File: src/rtl/mod16_seq_ctrl.sv
// mod16_seq_ctrl: handshake/sequencing stage around a combinational modulo unit.
// Operands are registered on accept and held on mod_a/mod_b until the next accept.
// The remainder is captured after a fixed settle window, which lets the divide
// path be timed as a multicycle path.
// Optional statistics counters are built when MOD16_SEQ_STATS_EN is defined.
//
// state  | meaning
// -------+-----------------------------------------------------------
// S_IDLE | in_ready high, waiting for an operand pair
// S_WAIT | operands driven to the modulo unit, settle timer running
// S_DONE | remainder captured, out_valid high until out_ready

module mod16_seq_ctrl #(
  parameter int DATA_WIDTH    = 16,
  parameter int SETTLE_CYCLES = 2   // legal range 1..15
) (
  input  logic                  clk,
  input  logic                  rst,
  input  logic                  in_valid,
  output logic                  in_ready,
  input  logic [DATA_WIDTH-1:0] a_in,
  input  logic [DATA_WIDTH-1:0] b_in,
  output logic [DATA_WIDTH-1:0] mod_a,
  output logic [DATA_WIDTH-1:0] mod_b,
  input  logic [DATA_WIDTH-1:0] mod_y,
  output logic                  out_valid,
  input  logic                  out_ready,
  output logic [DATA_WIDTH-1:0] rem_out,
  output logic                  dz_out
`ifdef MOD16_SEQ_STATS_EN
  ,
  output logic [15:0]           op_count,
  output logic [15:0]           dz_count
`endif
);

  typedef enum logic [1:0] {
    S_IDLE,
    S_WAIT,
    S_DONE
  } state_t;

  // The settle timer is a 4-bit down-counter; capture happens on terminal count.
  localparam logic [3:0] SETTLE_LOAD = 4'(SETTLE_CYCLES - 1);

  state_t     state;
  logic [3:0] settle_cnt;

  // Sequencing FSM with registered handshake outputs and result capture.
  always_ff @(posedge clk) begin
    if (rst) begin
      state      <= S_IDLE;
      in_ready   <= 1'b1;
      out_valid  <= 1'b0;
      rem_out    <= '0;
      dz_out     <= 1'b0;
      mod_a      <= '0;
      mod_b      <= '0;
      settle_cnt <= '0;
    end else begin
      case (state)
        S_IDLE: begin
          if (in_valid) begin
            mod_a      <= a_in;
            mod_b      <= b_in;
            settle_cnt <= SETTLE_LOAD;
            in_ready   <= 1'b0;
            state      <= S_WAIT;
          end
        end
        S_WAIT: begin
          if (settle_cnt == 4'd0) begin
            // For a zero divisor the modulo unit output is undefined, so the
            // dividend is returned instead and mod_y is never looked at.
            if (mod_b == '0) begin
              rem_out <= mod_a;
              dz_out  <= 1'b1;
            end else begin
              rem_out <= mod_y;
              dz_out  <= 1'b0;
            end
            out_valid <= 1'b1;
            state     <= S_DONE;
          end else begin
            settle_cnt <= settle_cnt - 4'd1;
          end
        end
        S_DONE: begin
          if (out_ready) begin
            out_valid <= 1'b0;
            in_ready  <= 1'b1;
            state     <= S_IDLE;
          end
        end
        default: begin
          state     <= S_IDLE;
          in_ready  <= 1'b1;
          out_valid <= 1'b0;
        end
      endcase
    end
  end

`ifdef MOD16_SEQ_STATS_EN
  // Count completed output handshakes, and those that carried a zero divisor.
  always_ff @(posedge clk) begin
    if (rst) begin
      op_count <= '0;
      dz_count <= '0;
    end else if (out_valid && out_ready) begin
      op_count <= op_count + 16'd1;
      if (dz_out) begin
        dz_count <= dz_count + 16'd1;
      end
    end
  end
`endif

endmodule

File: config.mk
export PLATFORM = sky130hd
export DESIGN_NAME = mod16_seq_ctrl
export DESIGN_NICKNAME = d
export VERILOG_FILES = /design/src/rtl/mod16_seq_ctrl.sv
export SDC_FILE = /design/constraint.sdc
export NUM_CORES = 1
export LEC_CHECK = 0
export CORE_MARGIN = 3
export CORE_UTILIZATION = 30
export CTS_CLUSTER_DIAMETER = 40
export CTS_CLUSTER_SIZE = 10
export DETAILED_ROUTE_END_ITERATION = 10
export PLACE_DENSITY = 0.72
export RECOVER_POWER = 25
export SKIP_CTS_REPAIR_TIMING = 1
export SYNTH_ARGS = -nofsm -noshare
export SYNTH_HDL_FRONTEND = slang
export SYNTH_SLANG_ARGS = --single-unit
File: constraint.sdc
create_clock -name clk -period 2.4 [get_ports clk]
set_clock_uncertainty 0.1 [all_clocks]
set_input_delay 0.48 -clock clk [delete_from_list [all_inputs] [get_ports clk]]
set_output_delay 0.48 -clock clk [all_outputs]
set_load 0.03 [all_outputs]
Word-level counts from Yosys, hierarchy flattened
Cells that the tools add are included.
{"block": "totals", "regBits": 57, "latch_bits": 0, "mem_bits_rw": 0, "mem_bits_ro": 0, "inputBits": 52, "out_inout_bits": 51, "word_cells": 42, "memories": 0}
{"block": "op_classes", "addsub": 1, "n_mul": 0, "div": 0, "order_cmp": 0, "eq_ne": 6, "n_shift": 0, "mux": 15, "n_bitwise": 2, "reduce_logical": 10}
{"op": "16-bit zero test", "n": 1}
{"op": "16-bit 2-to-1 mux", "n": 1}
{"op": "3-bit AND reduction", "n": 4}
{"op": "4-bit 2-to-1 mux", "n": 2}
{"op": "2-bit inequality test (second input constant)", "n": 4}
{"op": "4-bit case mux with 2 select lines", "n": 1}
{"op": "2-bit 2-to-1 mux", "n": 3}
{"op": "1-bit case mux with 3 select lines", "n": 2}
{"op": "2-bit case mux with 3 select lines", "n": 1}
{"op": "1-bit 2-to-1 mux", "n": 5}
{"op": "4-bit zero test", "n": 1}
{"op": "2-bit AND reduction", "n": 2}
{"op": "4-bit by 1-bit subtractor with 4-bit output (second input constant)", "n": 1}
{"op": "2-bit by 1-bit equality test with 1-bit output (second input constant)", "n": 1}
{"op": "2-bit equality test (second input constant)", "n": 1}
{"op": "2-bit zero test", "n": 1}
{"op": "1-bit inverter", "n": 2}
{"op": "2-bit nonzero test", "n": 1}

Longest topological paths before layout
{"block": "depth", "word_depth": 3, "depth_mapped": 8, "mapped_depth_nobuf": 6}

Least setup slack after synthesis
OpenSTA, ideal clock, no wires.
{"block": "synth_path", "path_type": "register to register", "start": "reg settle_cnt[0]", "end": "reg rem_out[11]", "setup_ps": 88, "arrival_ps": 1568, "t_required_ps": 2212, "slack_ps": 644, "path_stages_with_launch": 9, "path_buffers": 2, "period_less_slack_ps": 1756, "path_cell_list": "dfxtp_1 > inv_1 > ha_1 > nor3b_2 > and3b_1 > buf_2 > buf_2 > nor2_1 > a311oi_2"}
{"block": "synth_via", "elab_chain_cells": 2}
{"item": "from (decl)", "line": "47", "rtl": "logic [3:0] settle_cnt;"}
{"item": "from (signal assigned)", "line": "85", "rtl": "settle_cnt <= settle_cnt - 4'd1;"}
{"item": "4-bit zero test", "line": "72", "rtl": "if (settle_cnt == 4'd0) begin"}
{"item": "2-bit AND reduction (no source line)"}
{"item": "to (signal assigned)", "line": "76", "rtl": "rem_out <= mod_a;"}
{"item": "to (signal assigned)", "line": "79", "rtl": "rem_out <= mod_y;"}
{"item": "to (decl)", "line": "28", "rtl": "output logic [DATA_WIDTH-1:0] rem_out,"}
Every way passes these cells.
A chain may end at the register's enable or synchronous reset.

Final worst setup path
{"block": "layout_path", "start": "in in_valid", "end": "reg mod_b[2]"}
{"block": "layout_via", "elab_chain_cells": 1}
{"item": "from (decl)", "line": "19", "rtl": "input logic in_valid,"}
{"item": "2-bit AND reduction (no source line)"}
{"item": "to (signal assigned)", "line": "65", "rtl": "mod_b <= b_in;"}
{"item": "to (decl)", "line": "24", "rtl": "output logic [DATA_WIDTH-1:0] mod_b,"}
Every way passes these cells.

==> key figures <==
Status
  • Status: completed

Logic synthesis
  • Count leader, synth: nand2_1
  • Post-synth top cells: nand2_1, dfxtp_1, a21oi_1, nor2_1, clkbuf_1
  • Area fraction of the dominant cell type after synthesis: between 40% and 50%
  • Ys flop type: dfxtp_1
  • Syn_nets: 335
  • Count of different cell masters after synthesis: 31
  • Seq/Total Area, Yosys: 49.1%
  • Syn Area/Cell: a little over 8 um^2
  • Synth warnings: 0
  • FFs w/ async S/R, synth: 0%
  • Post-synth top area cell: dfxtp_1
  • Area contributors post-synth: dfxtp_1, nand2_1, a21oi_1
  • Number of synthesized flops with an enable pin: 0
  • Register bit total from synthesis: between 50 and 60
  • Mapped Area: 2330 um^2
  • Cells after Synth: 281

Worst setup path
  • CP Class: input pin to flop
  • Crit-path slowest cell: dlygate4sd3_1
  • R2r setup slk: about 0.45 ns
  • Crit path buf inv count: 2
  • R2R Path End: rem_out[11]
  • CP max FO: 23
  • Critical path launch point type: input pin
  • Crit path max-delay family: buffers and inverters
  • Path depth of the worst reg2reg path: 7
  • Worst setup EP type: flop
  • Worst path required time: 2.55 ns
  • CP peak stage delay: approximately 0.59 ns
  • CP cell instances: dlygate4sd3_1, nand2b_1, nor2_1, clkbuf_2, nand2_1, a21oi_1
  • Worst r2r src: settle_cnt[0]
  • Worst path arrival time: around 2.2 ns

Pwr
  • Switching pwr: 0.927 mW
  • Peak supply drop: 0.000438 V
  • Leak: 1.31 nW
  • Reg power frac: 38.6%
  • Combinational share of power: 29.8%
  • Sw frac: 31.8%
  • Internal power: around 2 mW
  • Clock network power share: 31.6%
  • Cell area power density: 804 nW/um^2

Detailed routing
  • Detailed-route via count: roughly 2.3k
  • Wire per inst: 13.4 um
  • First-pass iteration count of the detailed router: 4
  • DRT Wirelength: about 6500 um
  • DRC viols: 0
  • Routed vias/inst: between 4 and 5
  • Final ANT Viol Nets: 0
  • Detailed router's first-iteration violation count: a little over 80

STA
  • Crit share post-route: 86.6%
  • Setup repair after global routing missed its margin: false
  • Worst Slack Setup Final: approximately 0.32 ns
  • Final count of pins violating max slew: 0
  • Transition time of the tightest slew-check pin: 0.682 ns
  • Slew HR: 54.6%
  • Final setup fails: 0
  • Hold slack final: 0.373 ns
  • FMAX: 481 MHz
  • Fin crit period: ~2.1 ns
  • Final hold vios: 0
  • TNS Setup: 0 ns

Cells and area
  • Diode count: 0
  • FILL cells: between 700 and 800
  • Register area: 1140 um^2
  • Final instance area: about 3600 um^2
  • Layout cells sized above 1: 9.30%
  • Synth-to-Final Area Change: 55.9%
  • Final net count: 436
  • Footprint of the multi-input gates: 1060 um^2

Clock tree
  • Root Buffer: clkbuf_8
  • Worst skew pair latency: 0.33 ns
  • Number of buffers created by CTS: 9
  • CTS tree: done
  • Max clock buf depth: 2
  • Worst-path clk slew: 0.06 ns
  • Clock sinks: 57
  • Max H-tree Level: 3

Global routing
  • Initial antenna violation count: 0
  • Pin count of the biggest net entering global routing: 34
  • Vias in the first global route: ~2.3k
  • Remaining global-route overflow: 0
  • GRT Total Usage: 15.2%
  • First-pass GRT wire length: 10400 um

Place
  • Placed instance area: 3420 um^2
  • Place WS: roughly 0.22 ns
  • Dpl hpwl: 4690 um
  • GP Congestion: 0.781
  • Port Buffers: 102

Hold path
  • End of the worst hold path: mod_a[3]
  • HP Class: flop to flop
  • WHS Path Cells: 2
  • Hold path start: mod_a[3]

Floorplan
  • DIE HEIGHT: about 94 um
  • Top Ports: 103
  • Die area: 8850 um^2
  • Chip Width: around 94 um
  • # rows: 31
  • Initial core utilization: 31.6%
  • Core area: 7370 um^2

Run
  • Max Cap Viol: 0
==> cell type report <==
type                       instances  area share (%)
clock inverter                     2           0.966
tap                               99            3.42
timing repair buffer             111            29.8
inverter                           2           0.207
sequential                        57            31.5
clock buffer                      14            4.76
multi-input combinational        201            29.4
==> kinds of logic after synthesis <==
kind of cell	share of synthesized area, %
mux	0.430
flops	49.1
compound gates	18.8
buf+inv	5.16
simple gates	25.1
fa+ha+maj	1.08
xor+xnor	0.377
==> sequential cells by signal (all words and copies together) (netlist names) <==
register	cells
dz_out	1
in_ready	1
mod_a	16
mod_b	16
out_valid	1
rem_out	16
settle_cnt	4
state	2
==> power by group through the flow <==
stage / Combinational, mW / Clock, mW / Sequential [mW]
floorplan: 0.356 / 0 / 1.32
global placement: 0.865 / 0 / 1.14
detailed placement: 0.879 / 0 / 1.15
CTS: 0.881 / 0.948 / 1.13
global route: 0.939 / 0.997 / 1.14
finish: 0.868 / 0.923 / 1.13
==> metrics by stage <==
stage	utilization, %	power (mW)	std cells
after CTS	49.3	2.96	486
final	49.2	2.92	486
after detailed placement	46.5	2.03	470
after floorplan	-	1.67	281
after global placement	46.5	2.01	470
after global routing	49.2	3.08	486
==> metal layers <==
metal	GRT usage (%)	part of all wire [%]	routed length [um]
met1	17.1	42	2730
met5	0	0	0
met2	26.0	50	3260
met4	4.33	1.1	74
met3	6.65	7.3	478
==> worst max-delay path by stage <==
stage	startpoint	cells past startpoint	endpoint
after global routing	in_valid	6	mod_b[2]
after detailed placement	in_valid	5	settle_cnt[3]
final	in_valid	6	mod_b[2]
after CTS	mod_a[4]	1	mod_a[4]
after global placement	in_valid	5	settle_cnt[3]
after floorplan	settle_cnt[0]	8	rem_out[11]
==> worst min-delay path, delay by kind of cell, from the launching register on <==
kind,cells,cell delay (ns)
flops,1,0.32
compound gates,1,0.05
simple gates,1,0.05
==> cells in the final DEF (no fill, tap or decap) <==
cell type        netlist  final
nand2b_1               2      2
a2111oi_4              1      1
dfxtp_1               57     57
bufinv_16              0      1
or3b_1                 1      1
ha_1                   2      2
buf_2                  6      1
a31oi_1                1      1
o21bai_1               2      2
nand4_1                1      1
clkbuf_1              10      2
or3_1                  1      1
nor3b_2                1      1
nand2_1               97     97
and4_1                 1      1
nor4_1                 5      5
nor3b_1                1      1
a311oi_1               7      7
clkdlybuf4s50_1        0    100
clkbuf_2               0      1
inv_1                  2      2
buf_4                  3      8
a311oi_2               9      9
dlygate4sd3_1          0      1
and2_0                 0      1
mux2i_1                1      1
a2111oi_0              1      1
xnor2_1                1      1
nor3_1                 3      3
a21oi_1               35     35
nor2_1                24     24
or2_2                  1      1
a211oi_1               1      1
and3b_1                1      1
clkbuf_8               0     12
clkinv_2               0      1
Power figures use the tool's default switching activity.
